## src/rtl/stage_id_pipe_pkg.sv

```systemverilog
// Shared decode types and helpers for the ID stage.
// Holds the control bundle handed to EX plus the decode/immediate functions.
package rvcpu;

    typedef logic [4:0] reg_t;

    localparam reg_t REG_ZERO = 5'd0;

    typedef enum logic [3:0] {
        ALU_ADD, ALU_SUB, ALU_SLL, ALU_SLT, ALU_SLTU,
        ALU_XOR, ALU_SRL, ALU_SRA, ALU_OR, ALU_AND, ALU_LUI
    } aluop_t;

    typedef enum logic [3:0] {
        IMM_NONE, IMM_I, IMM_S, IMM_B, IMM_U, IMM_J
    } immtype_t;

    typedef struct packed {
        reg_t        rd;
        logic        rd_valid;
        aluop_t      aluop;
        logic        vld_decode;
        logic        is_branch;
        logic        is_jal;
        logic        is_wfi;
        logic [31:0] pc;
    } id_ctl_t;

    typedef struct packed {
        logic     rs1_valid;
        logic     rs2_valid;
        logic     rd_valid;
        aluop_t   aluop;
        immtype_t immtype;
        logic     is_branch;
        logic     is_jal;
        logic     is_wfi;
        logic     vld;
    } dec_t;

    localparam logic [6:0] OPC_OPIMM  = 7'b0010011;
    localparam logic [6:0] OPC_OP     = 7'b0110011;
    localparam logic [6:0] OPC_LOAD   = 7'b0000011;
    localparam logic [6:0] OPC_STORE  = 7'b0100011;
    localparam logic [6:0] OPC_BRANCH = 7'b1100011;
    localparam logic [6:0] OPC_JAL    = 7'b1101111;
    localparam logic [6:0] OPC_JALR   = 7'b1100111;
    localparam logic [6:0] OPC_LUI    = 7'b0110111;
    localparam logic [6:0] OPC_AUIPC  = 7'b0010111;
    localparam logic [6:0] OPC_SYSTEM = 7'b1110011;
    localparam logic [31:0] INS_WFI   = 32'h10500073;

    function automatic aluop_t alu_f3(logic [2:0] f3, logic alt);
        aluop_t op;
        unique case (f3)
            3'd0:    op = alt ? ALU_SUB : ALU_ADD;
            3'd1:    op = ALU_SLL;
            3'd2:    op = ALU_SLT;
            3'd3:    op = ALU_SLTU;
            3'd4:    op = ALU_XOR;
            3'd5:    op = alt ? ALU_SRA : ALU_SRL;
            3'd6:    op = ALU_OR;
            default: op = ALU_AND;
        endcase
        return op;
    endfunction

    function automatic dec_t decode(logic [31:0] ins);
        dec_t d;
        d = '0;
        d.aluop = ALU_ADD;
        d.immtype = IMM_NONE;
        unique case (ins[6:0])
            OPC_OPIMM: begin
                d = '{1'b1, 1'b0, 1'b1,
                      alu_f3(ins[14:12], ins[14:12] == 3'd5 && ins[30]),
                      IMM_I, 1'b0, 1'b0, 1'b0, 1'b1};
            end
            OPC_OP: begin
                d = '{1'b1, 1'b1, 1'b1, alu_f3(ins[14:12], ins[30]),
                      IMM_NONE, 1'b0, 1'b0, 1'b0, 1'b1};
            end
            OPC_LOAD, OPC_JALR: begin
                d = '{1'b1, 1'b0, 1'b1, ALU_ADD, IMM_I,
                      1'b0, 1'b0, 1'b0, 1'b1};
            end
            OPC_STORE: begin
                d = '{1'b1, 1'b0, 1'b0, ALU_ADD, IMM_S,
                      1'b0, 1'b0, 1'b0, 1'b1};
            end
            OPC_BRANCH: begin
                d = '{1'b1, 1'b1, 1'b0, ALU_SUB, IMM_B,
                      1'b1, 1'b0, 1'b0, 1'b1};
            end
            OPC_JAL: begin
                d = '{1'b0, 1'b0, 1'b1, ALU_ADD, IMM_J,
                      1'b0, 1'b1, 1'b0, 1'b1};
            end
            OPC_LUI: begin
                d = '{1'b0, 1'b0, 1'b1, ALU_LUI, IMM_U,
                      1'b0, 1'b0, 1'b0, 1'b1};
            end
            OPC_AUIPC: begin
                d = '{1'b0, 1'b0, 1'b1, ALU_ADD, IMM_U,
                      1'b0, 1'b0, 1'b0, 1'b1};
            end
            OPC_SYSTEM: begin
                d.is_wfi = (ins == INS_WFI);
                d.vld    = (ins == INS_WFI);
            end
            default: ;
        endcase
        return d;
    endfunction

    function automatic logic [31:0] gen_imm(logic [31:7] i, immtype_t t);
        logic [31:0] v;
        unique case (t)
            IMM_I:   v = {{20{i[31]}}, i[31:20]};
            IMM_S:   v = {{20{i[31]}}, i[31:25], i[11:7]};
            IMM_B:   v = {{19{i[31]}}, i[31], i[7], i[30:25], i[11:8], 1'b0};
            IMM_U:   v = {i[31:12], 12'b0};
            IMM_J:   v = {{11{i[31]}}, i[31], i[19:12], i[20], i[30:21], 1'b0};
            default: v = '0;
        endcase
        return v;
    endfunction

endpackage

```

## src/rtl/stage_id_pipe_if.sv

```systemverilog
// IF->ID and ID->EX valid/ready handshake bundle.
// slave is the ID stage view; master is the surrounding pipeline view.
interface stage_id_pipe_if #(
    parameter int Width = 32
);
    import rvcpu::*;

    logic             in_valid;
    logic             in_ready;
    logic [Width-1:0] in_pc;
    logic [31:0]      in_opcode;
    logic             out_valid;
    logic             out_ready;
    logic [Width-1:0] out_a;
    logic [Width-1:0] out_b;
    id_ctl_t          out_ctl;

    modport master (
        output in_valid, in_pc, in_opcode, out_ready,
        input  in_ready, out_valid, out_a, out_b, out_ctl
    );

    modport slave (
        input  in_valid, in_pc, in_opcode, out_ready,
        output in_ready, out_valid, out_a, out_b, out_ctl
    );

endinterface

```

## src/rtl/stage_id_pipe_bypass.sv

```systemverilog
// Operand forwarding for one source register.
// Lowest-index matching source wins; x0 always reads the regfile.
module id_bypass
    import rvcpu::*;
#(
    parameter int Width     = 32,
    parameter int NumBypass = 2
) (
    input  reg_t                       addr_i,
    input  logic [Width-1:0]           rf_data_i,
    input  logic [NumBypass-1:0]       byp_valid_i,
    input  logic [NumBypass*5-1:0]     byp_rd_i,
    input  logic [NumBypass*Width-1:0] byp_data_i,
    output logic [Width-1:0]           data_o
);

    // Scan oldest to youngest so the youngest match overrides.
    always_comb begin
        data_o = rf_data_i;
        for (int i = NumBypass - 1; i >= 0; i--) begin
            if (addr_i != REG_ZERO && byp_valid_i[i] &&
                byp_rd_i[i*5 +: 5] == addr_i) begin
                data_o = byp_data_i[i*Width +: Width];
            end
        end
    end

endmodule

```

## src/rtl/stage_id_pipe.sv

```systemverilog
// Registered decode stage: decode, forward, hazard check, one-entry
// output register towards EX with flush and a saturating stall counter.
module stage_id_pipe
    import rvcpu::*;
#(
    parameter int Width     = 32,
    parameter int NumBypass = 2,
    parameter int CntWidth  = 16
) (
    input  logic                       clk,
    input  logic                       rst,
    stage_id_pipe_if.slave             pipe,
    output reg_t                       rs1,
    output reg_t                       rs2,
    input  logic [Width-1:0]           rs1_data,
    input  logic [Width-1:0]           rs2_data,
    input  logic [NumBypass-1:0]       byp_valid,
    input  logic [NumBypass*5-1:0]     byp_rd,
    input  logic [NumBypass*Width-1:0] byp_data,
    input  logic                       ld_pending,
    input  reg_t                       ld_rd,
    input  logic                       flush,
    output logic [CntWidth-1:0]        stall_cnt
);

    dec_t             dec;
    logic [31:0]      imm;
    logic [Width-1:0] fwd1, fwd2;
    logic [Width-1:0] a_d, b_d, a_q, b_q;
    id_ctl_t          ctl_d, ctl_q;
    logic             valid_d, valid_q;
    logic [CntWidth-1:0] cnt_d, cnt_q;
    logic             hazard, in_ready, take;

    assign rs1 = pipe.in_opcode[19:15];
    assign rs2 = pipe.in_opcode[24:20];
    assign dec = decode(pipe.in_opcode);
    assign imm = gen_imm(pipe.in_opcode[31:7], dec.immtype);

    id_bypass #(.Width(Width), .NumBypass(NumBypass)) u_byp1 (
        .addr_i(rs1), .rf_data_i(rs1_data), .byp_valid_i(byp_valid),
        .byp_rd_i(byp_rd), .byp_data_i(byp_data), .data_o(fwd1)
    );

    id_bypass #(.Width(Width), .NumBypass(NumBypass)) u_byp2 (
        .addr_i(rs2), .rf_data_i(rs2_data), .byp_valid_i(byp_valid),
        .byp_rd_i(byp_rd), .byp_data_i(byp_data), .data_o(fwd2)
    );

    assign hazard = pipe.in_valid && ld_pending && ld_rd != REG_ZERO &&
                    ((dec.rs1_valid && rs1 == ld_rd) ||
                     (dec.rs2_valid && rs2 == ld_rd));

    // A flush drops whatever IF presents, so it is always accepted.
    assign in_ready = flush ? 1'b1 : (!hazard && (!valid_q || pipe.out_ready));
    assign take     = !flush && pipe.in_valid && in_ready;

    // Operand select, control bundle and next-state for valid/counter.
    always_comb begin
        a_d = dec.rs1_valid ? fwd1 : pipe.in_pc;
        b_d = dec.rs2_valid ? fwd2 : Width'(imm);
        ctl_d = '0;
        ctl_d.rd         = pipe.in_opcode[11:7];
        ctl_d.rd_valid   = dec.rd_valid;
        ctl_d.aluop      = dec.aluop;
        ctl_d.vld_decode = dec.vld;
        ctl_d.is_branch  = dec.is_branch;
        ctl_d.is_jal     = dec.is_jal;
        ctl_d.is_wfi     = dec.is_wfi;
        ctl_d.pc         = 32'(pipe.in_pc);
        valid_d = valid_q;
        if (flush)               valid_d = 1'b0;
        else if (take)           valid_d = 1'b1;
        else if (pipe.out_ready) valid_d = 1'b0;
        cnt_d = cnt_q;
        if (hazard && !flush && cnt_q != '1) cnt_d = cnt_q + CntWidth'(1);
    end

    // Pipeline register: bundle only loads on acceptance, so a held
    // bundle keeps the operands it was captured with.
    always_ff @(posedge clk or negedge rst) begin
        if (!rst) begin
            valid_q <= 1'b0;
            a_q     <= '0;
            b_q     <= '0;
            ctl_q   <= '0;
            cnt_q   <= '0;
        end else begin
            valid_q <= valid_d;
            cnt_q   <= cnt_d;
            if (take) begin
                a_q   <= a_d;
                b_q   <= b_d;
                ctl_q <= ctl_d;
            end
        end
    end

    assign pipe.in_ready  = in_ready;
    assign pipe.out_valid = valid_q;
    assign pipe.out_a     = a_q;
    assign pipe.out_b     = b_q;
    assign pipe.out_ctl   = ctl_q;
    assign stall_cnt      = cnt_q;

endmodule

```

## src/flat_wrapper.sv

```systemverilog
// flat-port wrapper written by rule: the top's interface ports become plain ports
module stage_id_pipe_flat import rvcpu::*;
#(
    parameter int Width     = 32,
    parameter int NumBypass = 2,
    parameter int CntWidth  = 16
)
  (clk, rst, rs1, rs2, rs1_data, rs2_data, byp_valid, byp_rd, byp_data, ld_pending, ld_rd, flush, stall_cnt, pipe_in_valid, pipe_in_pc, pipe_in_opcode, pipe_out_ready, pipe_in_ready, pipe_out_valid, pipe_out_a, pipe_out_b, pipe_out_ctl);
  stage_id_pipe_if #(.Width(Width)) pipe_i ();
  input  logic clk;
  input  logic rst;
  output reg_t rs1;
  output reg_t rs2;
  input  logic [Width-1:0] rs1_data;
  input  logic [Width-1:0] rs2_data;
  input  logic [NumBypass-1:0] byp_valid;
  input  logic [NumBypass*5-1:0] byp_rd;
  input  logic [NumBypass*Width-1:0] byp_data;
  input  logic ld_pending;
  input  reg_t ld_rd;
  input  logic flush;
  output logic [CntWidth-1:0] stall_cnt;
  input wire logic [$bits(pipe_i.in_valid)-1:0] pipe_in_valid;
  input wire logic [$bits(pipe_i.in_pc)-1:0] pipe_in_pc;
  input wire logic [$bits(pipe_i.in_opcode)-1:0] pipe_in_opcode;
  input wire logic [$bits(pipe_i.out_ready)-1:0] pipe_out_ready;
  output wire logic [$bits(pipe_i.in_ready)-1:0] pipe_in_ready;
  output wire logic [$bits(pipe_i.out_valid)-1:0] pipe_out_valid;
  output wire logic [$bits(pipe_i.out_a)-1:0] pipe_out_a;
  output wire logic [$bits(pipe_i.out_b)-1:0] pipe_out_b;
  output wire logic [$bits(pipe_i.out_ctl)-1:0] pipe_out_ctl;
  assign pipe_i.in_valid = pipe_in_valid;
  assign pipe_i.in_pc = pipe_in_pc;
  assign pipe_i.in_opcode = pipe_in_opcode;
  assign pipe_i.out_ready = pipe_out_ready;
  assign pipe_in_ready = pipe_i.in_ready;
  assign pipe_out_valid = pipe_i.out_valid;
  assign pipe_out_a = pipe_i.out_a;
  assign pipe_out_b = pipe_i.out_b;
  assign pipe_out_ctl = pipe_i.out_ctl;
  stage_id_pipe #(.Width(Width), .NumBypass(NumBypass), .CntWidth(CntWidth)) u_core (.clk(clk), .rst(rst), .pipe(pipe_i), .rs1(rs1), .rs2(rs2), .rs1_data(rs1_data), .rs2_data(rs2_data), .byp_valid(byp_valid), .byp_rd(byp_rd), .byp_data(byp_data), .ld_pending(ld_pending), .ld_rd(ld_rd), .flush(flush), .stall_cnt(stall_cnt));
endmodule
```

## config.mk

```make
export PLATFORM = sky130hd
export DESIGN_NAME = stage_id_pipe_flat
export DESIGN_NICKNAME = d
export VERILOG_FILES = /design/src/rtl/stage_id_pipe_pkg.sv /design/src/rtl/stage_id_pipe_if.sv /design/src/rtl/stage_id_pipe_bypass.sv /design/src/rtl/stage_id_pipe.sv /design/src/flat_wrapper.sv
export SDC_FILE = /design/constraint.sdc
export NUM_CORES = 1
export LEC_CHECK = 0
export CAP_MARGIN = 15
export CELL_PAD_IN_SITES_DETAIL_PLACEMENT = 1
export CELL_PAD_IN_SITES_GLOBAL_PLACEMENT = 2
export CORE_UTILIZATION = 24
export DETAILED_ROUTE_END_ITERATION = 10
export GPL_ROUTABILITY_DRIVEN = 1
export HOLD_SLACK_MARGIN = 0.03
export PLACE_DENSITY_LB_ADDON = 0.1
export SKIP_CTS_REPAIR_TIMING = 1
export SYNTH_ARGS = -nofsm -noshare
export SYNTH_HDL_FRONTEND = slang
export SYNTH_HIERARCHICAL = 1
export SYNTH_SLANG_ARGS = --single-unit
```

## constraint.sdc

```tcl
create_clock -name clk -period 2.75 [get_ports clk]
set_clock_uncertainty 0.1 [all_clocks]
set_input_delay 0.275 -clock clk [delete_from_list [all_inputs] [get_ports clk]]
set_output_delay 0.275 -clock clk [all_outputs]
set_load 0.005 [all_outputs]
```

==> flow_summary.yaml <==
job:
  maxCapViolCount: 0
clock_network:
  clk_root_buffer_cell: "sky130_fd_sc_hd__clkbuf_16"
  clockBufferDepth: 2
  worstSkewPairLatency_ps: 440
  tritoncts: "yes"
  cts_made_buffers: 17
  numClockSinks: 127
  cts_htree_levels: 4
  clkTransAtPathRegs_ps: 60
power:
  power.net_switching_mw: 1.73
  internal_power_mw: 4.60
  vdd_ir_drop_max_v: 0.000414
  clock_power_share: 0.390
  p_seq_frac: 0.345
  power_density_nw_per_um2: 471
  total_leakage_power_nw: 5.35
  share_of_total_power_in_combinational_logic: 0.265
  switching_share: 0.274
routing:
  post_drt_via_cell_ratio: 5.00
  detailedRoute.firstIterationViolations: 429
  remaining_drc_errors: 0
  first_pass_iters: 5
  routed-via-count: 8768
  total_wirelength_of_the_detailed_routed_design_microns: 39300
  detail_route.wl_per_cell_microns: 22.4
  number_of_antenna_violating_nets_in_the_routed_design: 0
outcome:
  outcome: "finished clean"
layout:
  drive_above_1_share: 0.157
  nets_finish: 1504
  layout.cells.non_filler: 1755
  fill_cells: 3815
  flow.area_growth_from_synthesis_pct: 62.2
worst_setup_path:
  worstSetupStartpointType: "primary input"
  ff2ff_path_depth: 6
  r2r_slack_ps: 620
  path_max_fanout: 42
  worst_flop_to_flop_path_endpoint: "u_core/stall_cnt[1]"
  critical_path_required_ps: 2970
  worstReg2RegStart: "u_core/stall_cnt[7]"
  critPathKind: "primary input to flop"
  worst-endpoint-arrival_ps: 2710
  setup.worst_path.end_class: "flop"
grt:
  first_global_vias: 9506
  overflow: 0
  grt_pass1_wl_microns: 59500
  grt_total_usage: 0.226
  grt_antenna_before_repair: 8
  grt_max_degree: 52
sta:
  worst_pin_slew_ps: 1060
  finalCritPeriodShare: 0.907
  maxSlewHeadroom: 0.295
  max_clock_freq_ghz: 0.401
  finalHoldViolations: 0
  setup_viol: 0
  post-route-min-period_ps: 2490
  rsz0062_at_grt: "false"
  finalHoldWorstSlack_ps: 251
  max_transition_viols_final: 0
floorplanning:
  area_of_the_core_sq_um: 33700
  die_height_microns: 188
  die_w_microns: 188
  pin_count: 353
  floorplan.initialDensity: 0.246
  floorplan.die_area_sq_um: 35200
  rows: 67
synthesis:
  synthDistinctLibCells: 53
  synthesis.yosys.warnings: 6
  postSynthNetCount: 1133
  netlist_instances: 917
  synth.top_cells.by_count: "sky130_fd_sc_hd__dfrtp_1 (127), sky130_fd_sc_hd__nand2_1 (121), sky130_fd_sc_hd__nand3_1 (79)"
  synth_most_common_cell: "sky130_fd_sc_hd__dfrtp_1"
  synth_edf_count: 0
  yosys_register_bits: 127
  syn-cell-area_sq_um: 8280
  synth-seq-area-share: 0.384
  area_share_of_the_leading_cell_type_in_the_synthesized_netlist: 0.384
  post_synth.cell_area_avg_sq_um: 9.03
  post_synth_main_area_contributors: "sky130_fd_sc_hd__dfrtp_1 (38%), sky130_fd_sc_hd__mux2_2 (9.4%), sky130_fd_sc_hd__nand2_1 (5.5%)"
  ys_async_sr_fraction: 1.00
  synth_area_leader_cell: "sky130_fd_sc_hd__dfrtp_1"
  dominantRegCellSynth: "sky130_fd_sc_hd__dfrtp_1"
place:
  detail_placement_hpwl_microns: 31200
  place.gp.congestion: 0.901
  dpl.cell_count: 1713
  port_buffers: 352
min_path:
  hp-class: "primary input to asynchronous set/reset pin"
==> through the flow <==
stage          total power, mW   util  setup WS, ps  cell area, sq um  setup TNS [ps]
2_1_floorplan             2.76      -           467              8280               0
3_3_place_gp              3.88  0.378         -96.2             12700            -451
3_5_place_dp              3.90  0.378          -131             12700           -3770
4_1_cts                   6.44  0.397         -49.1             13400           -49.1
5_1_grt                   6.65  0.398           202             13400               0
6_report                  6.33  0.399           257             13400               0
==> power by group through the flow <==
stage	Sequential (mW)	Clock [mW]	Combinational (mW)
finish	2.18	2.47	1.68
detailed placement	2.22	0	1.69
global route	2.21	2.63	1.81
global placement	2.21	0	1.67
floorplan	2.22	0	0.538
CTS	2.19	2.56	1.70
==> cell families (layout without fill, tap and decap cells) <==
family | count (synthesis) | count (layout) | synth area share
AND/OR/NAND/NOR | 328 | 328 | 0.190
AO/OA/AOI/OAI | 212 | 212 | 0.168
flip-flops | 127 | 127 | 0.384
multiplexers | 110 | 110 | 0.149
buffers and inverters | 94 | 478 | 0.0589
XOR/XNOR | 45 | 45 | 0.0476
adder cells (fa/ha/maj) | 1 | 1 | 0.00151
other | 0 | 6 | 0
==> per-layer routing <==
layer	global-route usage	vias to the layer above	routed length (microns)
li1	-	4130	-
met1	0.288	4332	17400
met2	0.377	263	19000
met3	0.0636	35	2290
met4	0.0510	8	521
met5	0	-	46
==> layout make-up <==
| class | instances | area, sq um | share of cell area |
|---|---|---|---|
| Clock inverter | 14 | 190 | 0.0142 |
| Timing Repair Buffer | 441 | 4390 | 0.327 |
| Multi-Input combinational cell | 696 | 4640 | 0.346 |
| Antenna cell | 6 | 15.0 | 0.00112 |
| Sequential cell | 127 | 3180 | 0.237 |
| Inverter | 5 | 18.8 | 0.00140 |
| Tap cell | 448 | 561 | 0.0417 |
| Clock buffer | 18 | 439 | 0.0327 |
==> layout by cell type (no fill, tap or decap), types with 17 or more instances in the layout <==
master / n
sky130_fd_sc_hd__mux2_1: 40
sky130_fd_sc_hd__nand2_1: 121
sky130_fd_sc_hd__nor3_1: 68
sky130_fd_sc_hd__clkbuf_16: 17
sky130_fd_sc_hd__mux2_2: 69
sky130_fd_sc_hd__o21ai_0: 65
sky130_fd_sc_hd__nand3_1: 79
sky130_fd_sc_hd__a31oi_1: 64
sky130_fd_sc_hd__dfrtp_1: 127
sky130_fd_sc_hd__buf_4: 73
sky130_fd_sc_hd__clkdlybuf4s50_1: 349
sky130_fd_sc_hd__xnor2_1: 37
==> worst max-delay path by stage <==
stage / endpoint / from / slack, ps
after floorplan: u_core/pipe.out_a[26] / pipe_in_opcode[4] / 470
after global placement: u_core/pipe.out_b[25] / pipe_in_opcode[24] / -100
after detailed placement: u_core/pipe.out_b[25] / pipe_in_opcode[24] / -130
after CTS: pipe_in_ready / pipe_in_opcode[6] / -50
after global routing: u_core/pipe.out_a[22] / ld_rd[1] / 200
final: u_core/pipe.out_a[11] / ld_rd[0] / 260
==> worst max-delay path: stages <==
cell	delay [ps]
sky130_fd_sc_hd__clkdlybuf4s50_1	420
sky130_fd_sc_hd__or4_1	560
sky130_fd_sc_hd__o211ai_2	240
sky130_fd_sc_hd__a21oi_4	60
sky130_fd_sc_hd__buf_4	130
sky130_fd_sc_hd__buf_4	130
sky130_fd_sc_hd__nor2_4	190
sky130_fd_sc_hd__buf_12	270
sky130_fd_sc_hd__mux2_2	380
==> sequential cells by signal (all words and copies together), names as in the netlist <==
| name | flops |
|---|---|
| u_core/pipe.out_b | 32 |
| u_core/stall_cnt | 16 |
| u_core/pipe.out_valid | 1 |
| u_core/pipe.out_ctl | 46 |
| u_core/pipe.out_a | 32 |
Power figures use the tool's default switching activity.
